--- src/rtl/network_interface_pkg.sv ---
// NoC packet format shared by routers and network interfaces.
package pa_noc;

  localparam int GRID_WIDTH    = 4;
  localparam int COORD_WIDTH   = $clog2(GRID_WIDTH);
  localparam int PACKET_WIDTH  = 32;
  localparam int PAYLOAD_WIDTH = PACKET_WIDTH - 4 * COORD_WIDTH;

  // Field LSB positions inside a packet, destination column at bit 0.
  localparam int DEST_COL_LSB = 0;
  localparam int DEST_ROW_LSB = COORD_WIDTH;
  localparam int SRC_COL_LSB  = 2 * COORD_WIDTH;
  localparam int SRC_ROW_LSB  = 3 * COORD_WIDTH;
  localparam int PAYLOAD_LSB  = 4 * COORD_WIDTH;

  typedef struct packed {
    logic [PAYLOAD_WIDTH-1:0] payload;
    logic [COORD_WIDTH-1:0]   srcRow;
    logic [COORD_WIDTH-1:0]   srcCol;
    logic [COORD_WIDTH-1:0]   destRow;
    logic [COORD_WIDTH-1:0]   destCol;
  } packet_t;

  typedef enum logic {
    TX_IDLE = 1'b0,
    TX_HOLD = 1'b1
  } ni_tx_state_t;

endpackage

--- src/rtl/network_interface_fifo.sv ---
// Small synchronous FIFO with first-word fall-through head, used as RX buffer.
module synchronousFifo #(
  parameter int DATA_W = 32,
  parameter int ADDR_W = 2
) (
  input  logic              i_clk,
  input  logic              i_arst_n,
  input  logic              i_writeEn,
  input  logic [DATA_W-1:0] i_writeData,
  input  logic              i_readEn,
  output logic [DATA_W-1:0] o_readData,
  output logic              o_full,
  output logic              o_empty
);

  localparam int DEPTH = 2 ** ADDR_W;

  logic [DATA_W-1:0] mem [DEPTH];
  // Pointers carry one extra wrap bit to tell full from empty.
  logic [ADDR_W:0]   wrPtr;
  logic [ADDR_W:0]   rdPtr;
  logic              doWrite;
  logic              doRead;

  assign doWrite    = i_writeEn && !o_full;
  assign doRead     = i_readEn && !o_empty;
  assign o_empty    = (wrPtr == rdPtr);
  assign o_full     = (wrPtr[ADDR_W] != rdPtr[ADDR_W]) &&
                      (wrPtr[ADDR_W-1:0] == rdPtr[ADDR_W-1:0]);
  assign o_readData = mem[rdPtr[ADDR_W-1:0]];

  // Pointer update; reset empties the buffer.
  always_ff @(posedge i_clk or negedge i_arst_n) begin
    if (!i_arst_n) begin
      wrPtr <= '0;
      rdPtr <= '0;
    end else begin
      if (doWrite) begin
        wrPtr <= wrPtr + (ADDR_W + 1)'(1);
      end
      if (doRead) begin
        rdPtr <= rdPtr + (ADDR_W + 1)'(1);
      end
    end
  end

  // Storage array; contents are don't-care while empty so no reset is needed.
  always_ff @(posedge i_clk) begin
    if (doWrite) begin
      mem[wrPtr[ADDR_W-1:0]] <= i_writeData;
    end
  end

endmodule

--- src/rtl/network_interface.sv ---
// Network interface: packetises core TX requests for the local router and
// filters/buffers packets delivered by the router for the core.
module network_interface
  import pa_noc::*;
#(
  parameter int          GRID_WIDTH            = 4,
  parameter int unsigned NI_ROW                = 0,
  parameter int unsigned NI_COL                = 0,
  parameter int          RX_FIFO_ADDRESS_WIDTH = 2,
  parameter int          DROP_COUNT_WIDTH      = 8,
  localparam int         CW                    = $clog2(GRID_WIDTH),
  localparam int         PW                    = pa_noc::PACKET_WIDTH,
  localparam int         PLW                   = PW - 4 * CW
) (
  input  logic                        i_clk,
  input  logic                        i_arst,
  input  logic [PLW-1:0]              i_txPayload,
  input  logic [CW-1:0]               i_txDestRow,
  input  logic [CW-1:0]               i_txDestCol,
  input  logic                        i_txValid,
  output logic                        o_txReady,
  output logic [PW-1:0]               o_router,
  output logic                        o_routerValid,
  input  logic                        i_routerReady,
  input  logic [PW-1:0]               i_router,
  input  logic                        i_routerValid,
  output logic                        o_routerReady,
  output logic [PLW-1:0]              o_rxPayload,
  output logic [CW-1:0]               o_rxSrcRow,
  output logic [CW-1:0]               o_rxSrcCol,
  output logic                        o_rxValid,
  input  logic                        i_rxReady,
  output logic [DROP_COUNT_WIDTH-1:0] o_rxDropCount
);

  localparam logic [CW-1:0] OWN_ROW = CW'(NI_ROW);
  localparam logic [CW-1:0] OWN_COL = CW'(NI_COL);
  localparam logic [DROP_COUNT_WIDTH-1:0] DROP_MAX = {DROP_COUNT_WIDTH{1'b1}};

  ni_tx_state_t    txState;
  logic [PW-1:0]   txPacket;
  logic [PW-1:0]   newPacket;

  logic            rxFull;
  logic            rxEmpty;
  logic            rxTransfer;
  logic            destMatch;
  logic [PW-1:0]   rxHead;

  // Source fields are always this tile's own coordinates.
  assign newPacket = {i_txPayload, OWN_ROW, OWN_COL, i_txDestRow, i_txDestCol};

  // TX FSM and holding register: capture on accept, release when router ready.
  always_ff @(posedge i_clk or posedge i_arst) begin
    if (i_arst) begin
      txState  <= TX_IDLE;
      txPacket <= '0;
    end else begin
      case (txState)
        TX_IDLE: begin
          if (i_txValid) begin
            txPacket <= newPacket;
            txState  <= TX_HOLD;
          end
        end
        TX_HOLD: begin
          if (i_routerReady) begin
            if (i_txValid) begin
              txPacket <= newPacket;
            end else begin
              txState <= TX_IDLE;
            end
          end
        end
        default: begin
          txState  <= TX_IDLE;
          txPacket <= '0;
        end
      endcase
    end
  end

  // Router writes on valid alone, so valid follows ready while holding a packet.
  always_comb begin
    o_txReady     = 1'b1;
    o_routerValid = 1'b0;
    o_router      = '0;
    case (txState)
      TX_IDLE: begin
        o_txReady = 1'b1;
      end
      TX_HOLD: begin
        o_txReady     = i_routerReady;
        o_routerValid = i_routerReady;
        o_router      = txPacket;
      end
      default: begin
        o_txReady = 1'b1;
      end
    endcase
  end

  assign o_routerReady = !rxFull;
  assign rxTransfer    = i_routerValid && !rxFull;
  assign destMatch     = (i_router[DEST_ROW_LSB +: CW] == OWN_ROW) &&
                         (i_router[DEST_COL_LSB +: CW] == OWN_COL);

  synchronousFifo #(
    .DATA_W (PW),
    .ADDR_W (RX_FIFO_ADDRESS_WIDTH)
  ) u_rxFifo (
    .i_clk       (i_clk),
    .i_arst_n    (!i_arst),
    .i_writeEn   (i_routerValid && !rxFull && destMatch),
    .i_writeData (i_router),
    .i_readEn    (i_rxReady && !rxEmpty),
    .o_readData  (rxHead),
    .o_full      (rxFull),
    .o_empty     (rxEmpty)
  );

  // Saturating count of accepted packets whose destination is another tile.
  always_ff @(posedge i_clk or posedge i_arst) begin
    if (i_arst) begin
      o_rxDropCount <= '0;
    end else if (rxTransfer && !destMatch && (o_rxDropCount != DROP_MAX)) begin
      o_rxDropCount <= o_rxDropCount + DROP_COUNT_WIDTH'(1);
    end
  end

  // Decode the RX head for the core; all fields read zero while empty.
  always_comb begin
    o_rxValid   = 1'b0;
    o_rxPayload = '0;
    o_rxSrcRow  = '0;
    o_rxSrcCol  = '0;
    if (!rxEmpty) begin
      o_rxValid   = 1'b1;
      o_rxPayload = rxHead[PW-1:4*CW];
      o_rxSrcRow  = rxHead[3*CW +: CW];
      o_rxSrcCol  = rxHead[2*CW +: CW];
    end else begin
      o_rxValid = 1'b0;
    end
  end

endmodule

--- config.mk ---
export PLATFORM = sky130hd
export DESIGN_NAME = network_interface
export DESIGN_NICKNAME = d
export VERILOG_FILES = /design/src/rtl/network_interface_pkg.sv /design/src/rtl/network_interface_fifo.sv /design/src/rtl/network_interface.sv
export SDC_FILE = /design/constraint.sdc
export NUM_CORES = 1
export LEC_CHECK = 0
export CORE_MARGIN = 2
export CORE_UTILIZATION = 50
export CTS_BUF_LIST = sky130_fd_sc_hd__clkbuf_2 sky130_fd_sc_hd__clkbuf_4 sky130_fd_sc_hd__clkbuf_8
export DETAILED_ROUTE_END_ITERATION = 6
export GPL_ROUTABILITY_DRIVEN = 1
export GPL_TIMING_DRIVEN = 0
export PLACE_DENSITY = 0.77
export SETUP_SLACK_MARGIN = 0.2
export SLEW_MARGIN = 15
export SYNTH_ARGS = -nofsm -noshare
export SYNTH_HDL_FRONTEND = slang
export SYNTH_SLANG_ARGS = --single-unit
--- constraint.sdc ---
create_clock -name i_clk -period 3.28 [get_ports i_clk]
set_clock_uncertainty 0.15 [all_clocks]
set_input_delay 0.82 -clock i_clk [delete_from_list [all_inputs] [get_ports i_clk]]
set_output_delay 0.82 -clock i_clk [all_outputs]
set_load 0.1 [all_outputs]
# [After elaboration in Yosys (flattened, before gate mapping)]
# Memories as Yosys holds them, arrays and structs flattened.
# Index checks and enable logic that the tools add are counted.
[totals] inputBits=66 mem_bits_ro=0 latchBits=0 output_inout_bits=72 wordCells=44 n_memories=1 mem_bits_rw=128 register_bits=47
[classes] n_div=0 eq_ne=5 addsub=3 bitwise=1 mux=15 n_reduce_logical=14 shift=0 mul=0 magnitude_cmp=0
[mem_list] name="u_rxFifo.mem" words=4 width=32 rd=1 rd_ports_with_merged_regs=0 write_ports=1 line_no="network_interface_fifo.sv:18" source="logic [DATA_W-1:0] mem [DEPTH];"
[ops] cell="$mux W32" count=3
[ops] cell="$pmux W32 S2" count=1
[ops] cell="$mux W24" count=1
[ops] cell="$logic_and A1 B1 Y1" count=9
[ops] cell="$add A8 B1 Y8 const B" count=1
[ops] cell="$ne A8 B8 Y1 const B" count=1
[ops] cell="$add A3 B1 Y3 const B" count=2
[ops] cell="$mux W1" count=6
[ops] cell="$logic_not A2 Y1" count=2
[ops] cell="$mux W2" count=2
[ops] cell="$pmux W1 S2" count=2
[ops] cell="$eq A3 B3 Y1" count=1
[ops] cell="$logic_not A1 Y1" count=3
[ops] cell="$eq A2 B2 Y1" count=1
[ops] cell="$ne A2 B2 Y1 const B" count=1
[ops] cell="$ne A1 B1 Y1" count=1
[ops] cell="$not A1 Y1" count=1

# [Depth between registers and ports, before layout]
# Gate-level depths: netlist of the first run.
[depth] word_depth=8 depth_mapped=5 ltp_nobuf=5

# [Hierarchy]
# From an unflattened synthesis of the first run, not the netlist that was laid out.
[hier_totals] hier_cells=391 hier_area_um2=7070.5
[by_module_without_submodules] mod="synchronousFifo" area_per_inst_um2=5136.2 seq_area_each_um2=3993.8 cells_each=216 n_inst=1
[by_module_without_submodules] mod="network_interface" area_per_inst_um2=1934.4 seq_area_each_um2=925.9 cells_each=175 n_inst=1

# [Least setup slack after synthesis of the first run]
# Ideal clock, no wire load.
[synth_path] path_type="reg-to-output" start="register u_rxFifo.wrPtr[2]" end="output port o_rxPayload[14]" n_path_buf=1 arrival_time_ns=2.799 stages_incl_launch_ff=5 required_time_ns=2.310 path_slack_ns=-0.489 path_cell_list="dfrtp_1 -> xor2_1 -> nand3b_1 -> clkbuf_1 -> and2_1"
[synth_via] elab_chain_len=2
[synth_lines] element="start: declaration" line_no="network_interface_fifo.sv:20" source="logic [ADDR_W:0] wrPtr;"
[synth_lines] element="start signal: assignment" line_no="network_interface_fifo.sv:39" source="wrPtr <= wrPtr + (ADDR_W + 1)'(1);"
[synth_lines] element="$eq A3 B3 Y1" line_no="network_interface_fifo.sv:27" source="assign o_empty = (wrPtr == rdPtr);"
[synth_lines] element="$mux W24" line_no="network_interface.sv:137" source="if (!rxEmpty) begin"
[synth_lines] element="end: declaration" line_no="network_interface.sv:28" source="output logic [PLW-1:0] o_rxPayload,"
# No other way between the ends.

# [Worst setup path after layout of the first run]
[layout_path] start="register u_rxFifo.rdPtr[0]" end="output port o_rxPayload[8]"
[layout_via] elab_chain_len=2 elab_cells_between_ends=3 cone_classes="eq/ne (1); mux (1); memory (1)"
[layout_lines] element="start: declaration" line_no="network_interface_fifo.sv:21" source="logic [ADDR_W:0] rdPtr;"
[layout_lines] element="start signal: assignment" line_no="network_interface_fifo.sv:42" source="rdPtr <= rdPtr + (ADDR_W + 1)'(1);"
[layout_lines] element="$mem_v2 Z4 W32 or $eq A3 B3 Y1 (tied branches)"
[layout_lines] element="$mux W24 *" line_no="network_interface.sv:137"
# Mark *: on every way between the ends. The rest lies on a longest branch, timed or not.

==> flow_metrics.py, run 1 <==
metrics = {
    "floorplan": {
        "die_area_um2": 13500,
        "die_w_um": 116,
        "coreArea_um2": 12200,
        "io_pins": 138,
        "initial_utilization": 0.518,
        "die_y_um": 116,
        "rows": 40,
    },
    "sta": {
        "max_freq_mhz": 328,
        "worst_pin_slew_ns": 1.00,
        "hold_viol_final": 0,
        "timing.final.crit_period_ns": 3.05,
        "drv_slew": 0,
        "fin_hold_ws_ns": 0.349,
        "period_share": 0.929,
        "relSlewSlack": 0.329,
        "grt_setup_unrepaired": "true",
        "setup_viol": 0,
    },
    "worst_setup_path": {
        "worstPathRequired_ns": 2.31,
        "critPathLaunchType": "register",
        "setup.worst_path.end_class": "primary output",
        "crit_type": "reg2out",
        "worst_ep_arrival_time_ns": 2.08,
        "cp_max_fo": 5,
    },
    "clock_tree": {
        "cts.sinks": 155,
        "h-tree-depth": 4,
        "cts_buffers": 17,
        "path_clk_slew_ns": 0.08,
        "cts_tree": "yes",
        "worst_skew_pair.late_latency_ns": 0.45,
        "cts_root_buf": "clkbuf_8",
        "cts_buffer_depth": 2,
        "hold_buffers": 0,
    },
    "drt": {
        "drtAntennaViolNets": 0,
        "num_vias": 3582,
        "wl_per_cell_um": 18.9,
        "firstDrtPassIters": 5,
        "drc": 0,
        "drt_iter0_markers": 144,
        "vias_per_cell": 5.15,
        "drt-total-wl_mm": 13.1,
    },
    "place": {
        "gp_congestion": 0.771,
        "dp_cells": 652,
        "dpl.hpwl_mm": 8.26,
        "io_buffers": 133,
    },
    "final_layout": {
        "mostFrequentLayoutCell": "edfxtp_1",
        "fin_cells": 695,
        "final_nets": 587,
        "fillers": 776,
        "synthToLayoutAreaGrowth_pct": 38.9,
        "drive_above_1_share": 0.410,
        "antenna_cells": 0,
        "final_cell_mix": "edfxtp_1, clkdlybuf4s50_1, dfrtp_1",
    },
    "yosys": {
        "yosysSeqAreaShare": 0.705,
        "yosysWarningCount": 0,
        "ys_seq_elements": 155,
        "syn_inst": 347,
        "synth_area_um2": 6300,
        "ys_types": 31,
        "avgSynthCellArea_um2": 18.2,
    },
    "grt": {
        "first_global_vias": 3728,
        "antenna_found_initial": 0,
        "grtUsageTotal": 0.198,
        "grt_pass1_wl_mm": 19.4,
        "gr-total-overflow": 0,
        "grt_max_degree": 36,
    },
    "hold_path": {
        "hold_path_class": "reg2reg",
    },
    "job": {
        "maxCapViolCount": 0,
    },
    "run_status": {
        "status": "finished, final reports clean",
    },
}
stage by stage:
step                      instance area (µm²)  worst slack [ns]  utilization  setup TNS, ns
after floorplan                          6320             0.258            -              0
after global placement                   7860            -0.550        0.647         -33.96
after detailed placement                 7880            -0.538        0.648         -37.62
after CTS                                8440             0.160        0.694              0
after global routing                     8750             0.169        0.719              0
final                                    8750             0.233        0.719              0
timing repair:
| action | CTS | global route |
|---|---|---|
| setup endpoints to repair | 106 | 68 |
| cloned | 1 | 1 |
| buffers inserted | 9 | 1 |
| resized for setup | 331 | 80 |
| pin swaps | 4 | 4 |
| endpoints found under the hold margin | 0 | 0 |
critical path: stages (launching register included):
cell     delay [ns]
dfrtp_2        0.40
buf_6          0.12
buf_12         0.12
buf_12         0.13
mux4_2         0.48
and2_1         0.20
buf_6          0.19
Yosys cell counts:
cell type    n  area [µm²]
dfrtp_1     43        1080
and3_1       1        6.26
and2_2       3        22.5
a31oi_1      3        18.8
nor3_1       3        15.0
o211ai_1     1        7.51
nor2_1       3        11.3
conb_1       1        3.75
a311oi_4     1        26.3
edfxtp_1   112        3360
and2_1      57         357
nand2_1      5        18.8
buf_2        5        25.0
or4_4        1        11.3
xor2_1       6        52.6
ha_1         6        75.1
xor2_2       1        16.3
nand4_1      2        12.5
inv_1        4        15.0
xnor2_1      5        43.8
buf_4        5        37.5
nand3_1      4        20.0
mux4_2      28         631
mux2_2      31         349
a31o_2       1        8.76
buf_1        1        3.75
clkbuf_1     7        26.3
o21ai_0      2        10.0
and2_4       1        8.76
nand3b_1     1        7.51
nand2b_1     3        18.8
cell type report:
cell class / instances / area, µm² / area share
Clock inverter: 14 / 154 / 0.0176
Tap cell: 168 / 210 / 0.0240
Clock buffer: 17 / 234 / 0.0267
Timing Repair Buffer: 146 / 1680 / 0.192
Sequential cell: 155 / 4440 / 0.508
Buffer: 18 / 156 / 0.0179
Multi-Input combinational cell: 173 / 1860 / 0.212
Inverter: 4 / 15.0 / 0.00172
layer usage:
metal | GRT usage | share of wire | vias up
li1 | - | - | 1629
met1 | 0.237 | 0.39 | 1836
met2 | 0.342 | 0.54 | 96
met3 | 0.0498 | 0.044 | 21
met4 | 0.0849 | 0.020 | 0
met5 | 0 | 0 | -
sequential cells by signal (all words and copies together), names as in the netlist:
name,flops
u_rxFifo.rdPtr,3
txPacket,28
txState,1
u_rxFifo.mem,112
u_rxFifo.wrPtr,3
o_rxDropCount,8
final timing paths:
kind,startpoint,slack [ns],cells after the start,end
setup / recovery,u_rxFifo.rdPtr[0]$_DFFE_PP0P_,0.23,6,o_rxPayload[8]
hold / removal,txPacket[23]$_DFFE_PP0P_,0.35,1,txPacket[23]$_DFFE_PP0P_
setup reg to reg,u_rxFifo.rdPtr[0]$_DFFE_PP0P_,0.76,6,u_rxFifo.mem[3][31]$_DFFE_PP_
hold reg to reg,txPacket[23]$_DFFE_PP0P_,0.35,1,txPacket[23]$_DFFE_PP0P_
max in group asynchronous,i_arst,2.07,3,u_rxFifo.rdPtr[0]$_DFFE_PP0P_
min in group asynchronous,i_arst,0.46,2,o_rxDropCount[3]$_DFFE_PP0P_
cell families (layout without fill, tap and decap cells):
logic type,count (synthesis),count (layout),synth area share
AND/OR/NAND/NOR,84,84,0.0809
buffers and inverters,22,199,0.0171
adder cells (fa/ha/maj),6,6,0.0119
XOR/XNOR,12,12,0.0179
other,1,4,0.000595
flip-flops,155,155,0.705
multiplexers,59,59,0.156
AO/OA/AOI/OAI,8,8,0.0113
Power of run 1 is not shown: default switching activity piles up to over one toggle a cycle in this logic, so the estimate is an artifact.
==> run 2: changes to the inputs <==
- SLEW_MARGIN: 15 -> default
==> flow_metrics.py, run 2 (synthesis gave the netlist of run 1 again) <==
metrics = {
    "run_status": {
        "status": "finished, final reports clean",
    },
    "floorplan": {
        "die_w_um": 116,
        "io_pins": 138,
        "die_area_um2": 13500,
        "rows": 40,
        "die_y_um": 116,
        "coreArea_um2": 12200,
        "initial_utilization": 0.518,
    },
    "grt": {
        "grt_pass1_wl_mm": 19.2,
        "grt_max_degree": 44,
        "gr-total-overflow": 0,
        "antenna_found_initial": 0,
        "grtUsageTotal": 0.195,
        "first_global_vias": 3700,
    },
    "worst_setup_path": {
        "setup.worst_path.end_class": "primary output",
        "crit_type": "reg2out",
        "critPathLaunchType": "register",
        "worstPathRequired_ns": 2.31,
        "cp_max_fo": 5,
        "worst_ep_arrival_time_ns": 2.10,
        "reg2regPathDepth": 4,
    },
    "drt": {
        "vias_per_cell": 5.12,
        "num_vias": 3529,
        "drtAntennaViolNets": 0,
        "wl_per_cell_um": 18.8,
        "drt_iter0_markers": 133,
        "met3_length_um": 595,
        "highest_layer": "met4",
        "wl_met1_mm": 5.14,
        "firstDrtPassIters": 4,
        "met2_length_mm": 7.01,
        "drt-total-wl_mm": 13.0,
        "drc": 0,
    },
    "sta": {
        "drv_slew": 0,
        "timing.final.crit_period_ns": 3.07,
        "fin_hold_ws_ns": 0.353,
        "fin_tns_setup_ns": 0,
        "hold_viol_final": 0,
        "setup_viol": 0,
        "grt_setup_unrepaired": "true",
        "max_freq_mhz": 326,
        "period_share": 0.936,
        "relSlewSlack": 0.329,
        "worst_pin_slew_ns": 1.00,
    },
    "place": {
        "dpl.hpwl_mm": 8.19,
        "io_buffers": 133,
        "gp_congestion": 0.771,
    },
    "clock_tree": {
        "hold_buffers": 0,
        "cts_buffer_depth": 2,
        "worst_skew_pair.late_latency_ns": 0.44,
        "h-tree-depth": 4,
        "cts.sinks": 155,
        "cts_buffers": 17,
        "path_clk_slew_ns": 0.08,
        "cts_tree": "yes",
        "cts_root_buf": "clkbuf_8",
    },
    "final_layout": {
        "largest_reg_flops": 112,
        "final_cell_mix": "edfxtp_1, clkdlybuf4s50_1, dfrtp_1",
        "mostFrequentLayoutCell": "edfxtp_1",
        "drive_above_1_share": 0.403,
        "antenna_cells": 0,
        "final_nets": 581,
        "synthToLayoutAreaGrowth_pct": 36.6,
    },
    "job": {
        "maxCapViolCount": 0,
    },
    "hold_path": {
        "hold_depth": 1,
        "hold_path_class": "reg2reg",
    },
}
[run 2: cell count changes in the layout (fill, tap and decap cells not counted), sizes merged]
| cell | change |
|---|---|
| clkbuf | -5 |
| clkinvlp | +2 |
| clkdlybuf4s15 | -1 |
| clkinv | -1 |
| inv | -1 |
[run 2: final timing paths]
check | from | to | slack [ns]
min reg2reg | txPacket[23]$_DFFE_PP0P_ | txPacket[23]$_DFFE_PP0P_ | 0.35
min | txPacket[23]$_DFFE_PP0P_ | txPacket[23]$_DFFE_PP0P_ | 0.35
max reg2reg | u_rxFifo.wrPtr[0]$_DFFE_PP0P_ | u_rxFifo.mem[3][30]$_DFFE_PP_ | 0.95
max | u_rxFifo.rdPtr[0]$_DFFE_PP0P_ | o_rxPayload[6] | 0.21
min in group asynchronous | i_arst | txPacket[0]$_DFFE_PP0P_ | 0.76
max in group asynchronous | i_arst | u_rxFifo.rdPtr[1]$_DFFE_PP0P_ | 1.60
[run 2: cell type report]
cell class                      instances  area (µm²)
Fill cell                             785        3560
Sequential cell                       155        4440
Multi-Input combinational cell        173        1850
Clock inverter                         14         155
Timing Repair Buffer                  140        1540
Buffer                                 18         151
Tap cell                              168         210
Inverter                                4        15.0
Clock buffer                           17         234
[run 2: timing repair]
| item | CTS | global route |
|---|---|---|
| cloned | 0 | 1 |
| endpoints found under the setup margin | 60 | 125 |
| setup buffers | 2 | 4 |
| resized for setup | 304 | 88 |
| pin swaps | 0 | 6 |
[run 2: through the flow]
step | std cells | area [µm²] | setup WS [ns] | utilization
floorplan | 350 | 6320 | 0.258 | -
global placement | 651 | 7860 | -0.550 | 0.647
detailed placement | 651 | 7860 | -0.543 | 0.647
CTS | 684 | 8230 | 0.0557 | 0.677
global route | 689 | 8600 | 0.119 | 0.707
finish | 689 | 8600 | 0.211 | 0.707
[run 2: routing by layer]
| layer | GRT usage | vias to the layer above |
|---|---|---|
| li1 | - | 1610 |
| met1 | 0.238 | 1804 |
| met2 | 0.333 | 98 |
| met3 | 0.0503 | 17 |
| met4 | 0.0810 | 0 |
| met5 | 0 | - |
[run 2: critical path, stage by stage (launching register included)]
cell     delay, ns
dfrtp_2       0.49
buf_12        0.16
buf_12        0.12
mux4_2        0.48
and2_1        0.17
buf_4         0.23
Power of run 2 is left out for the same reason.
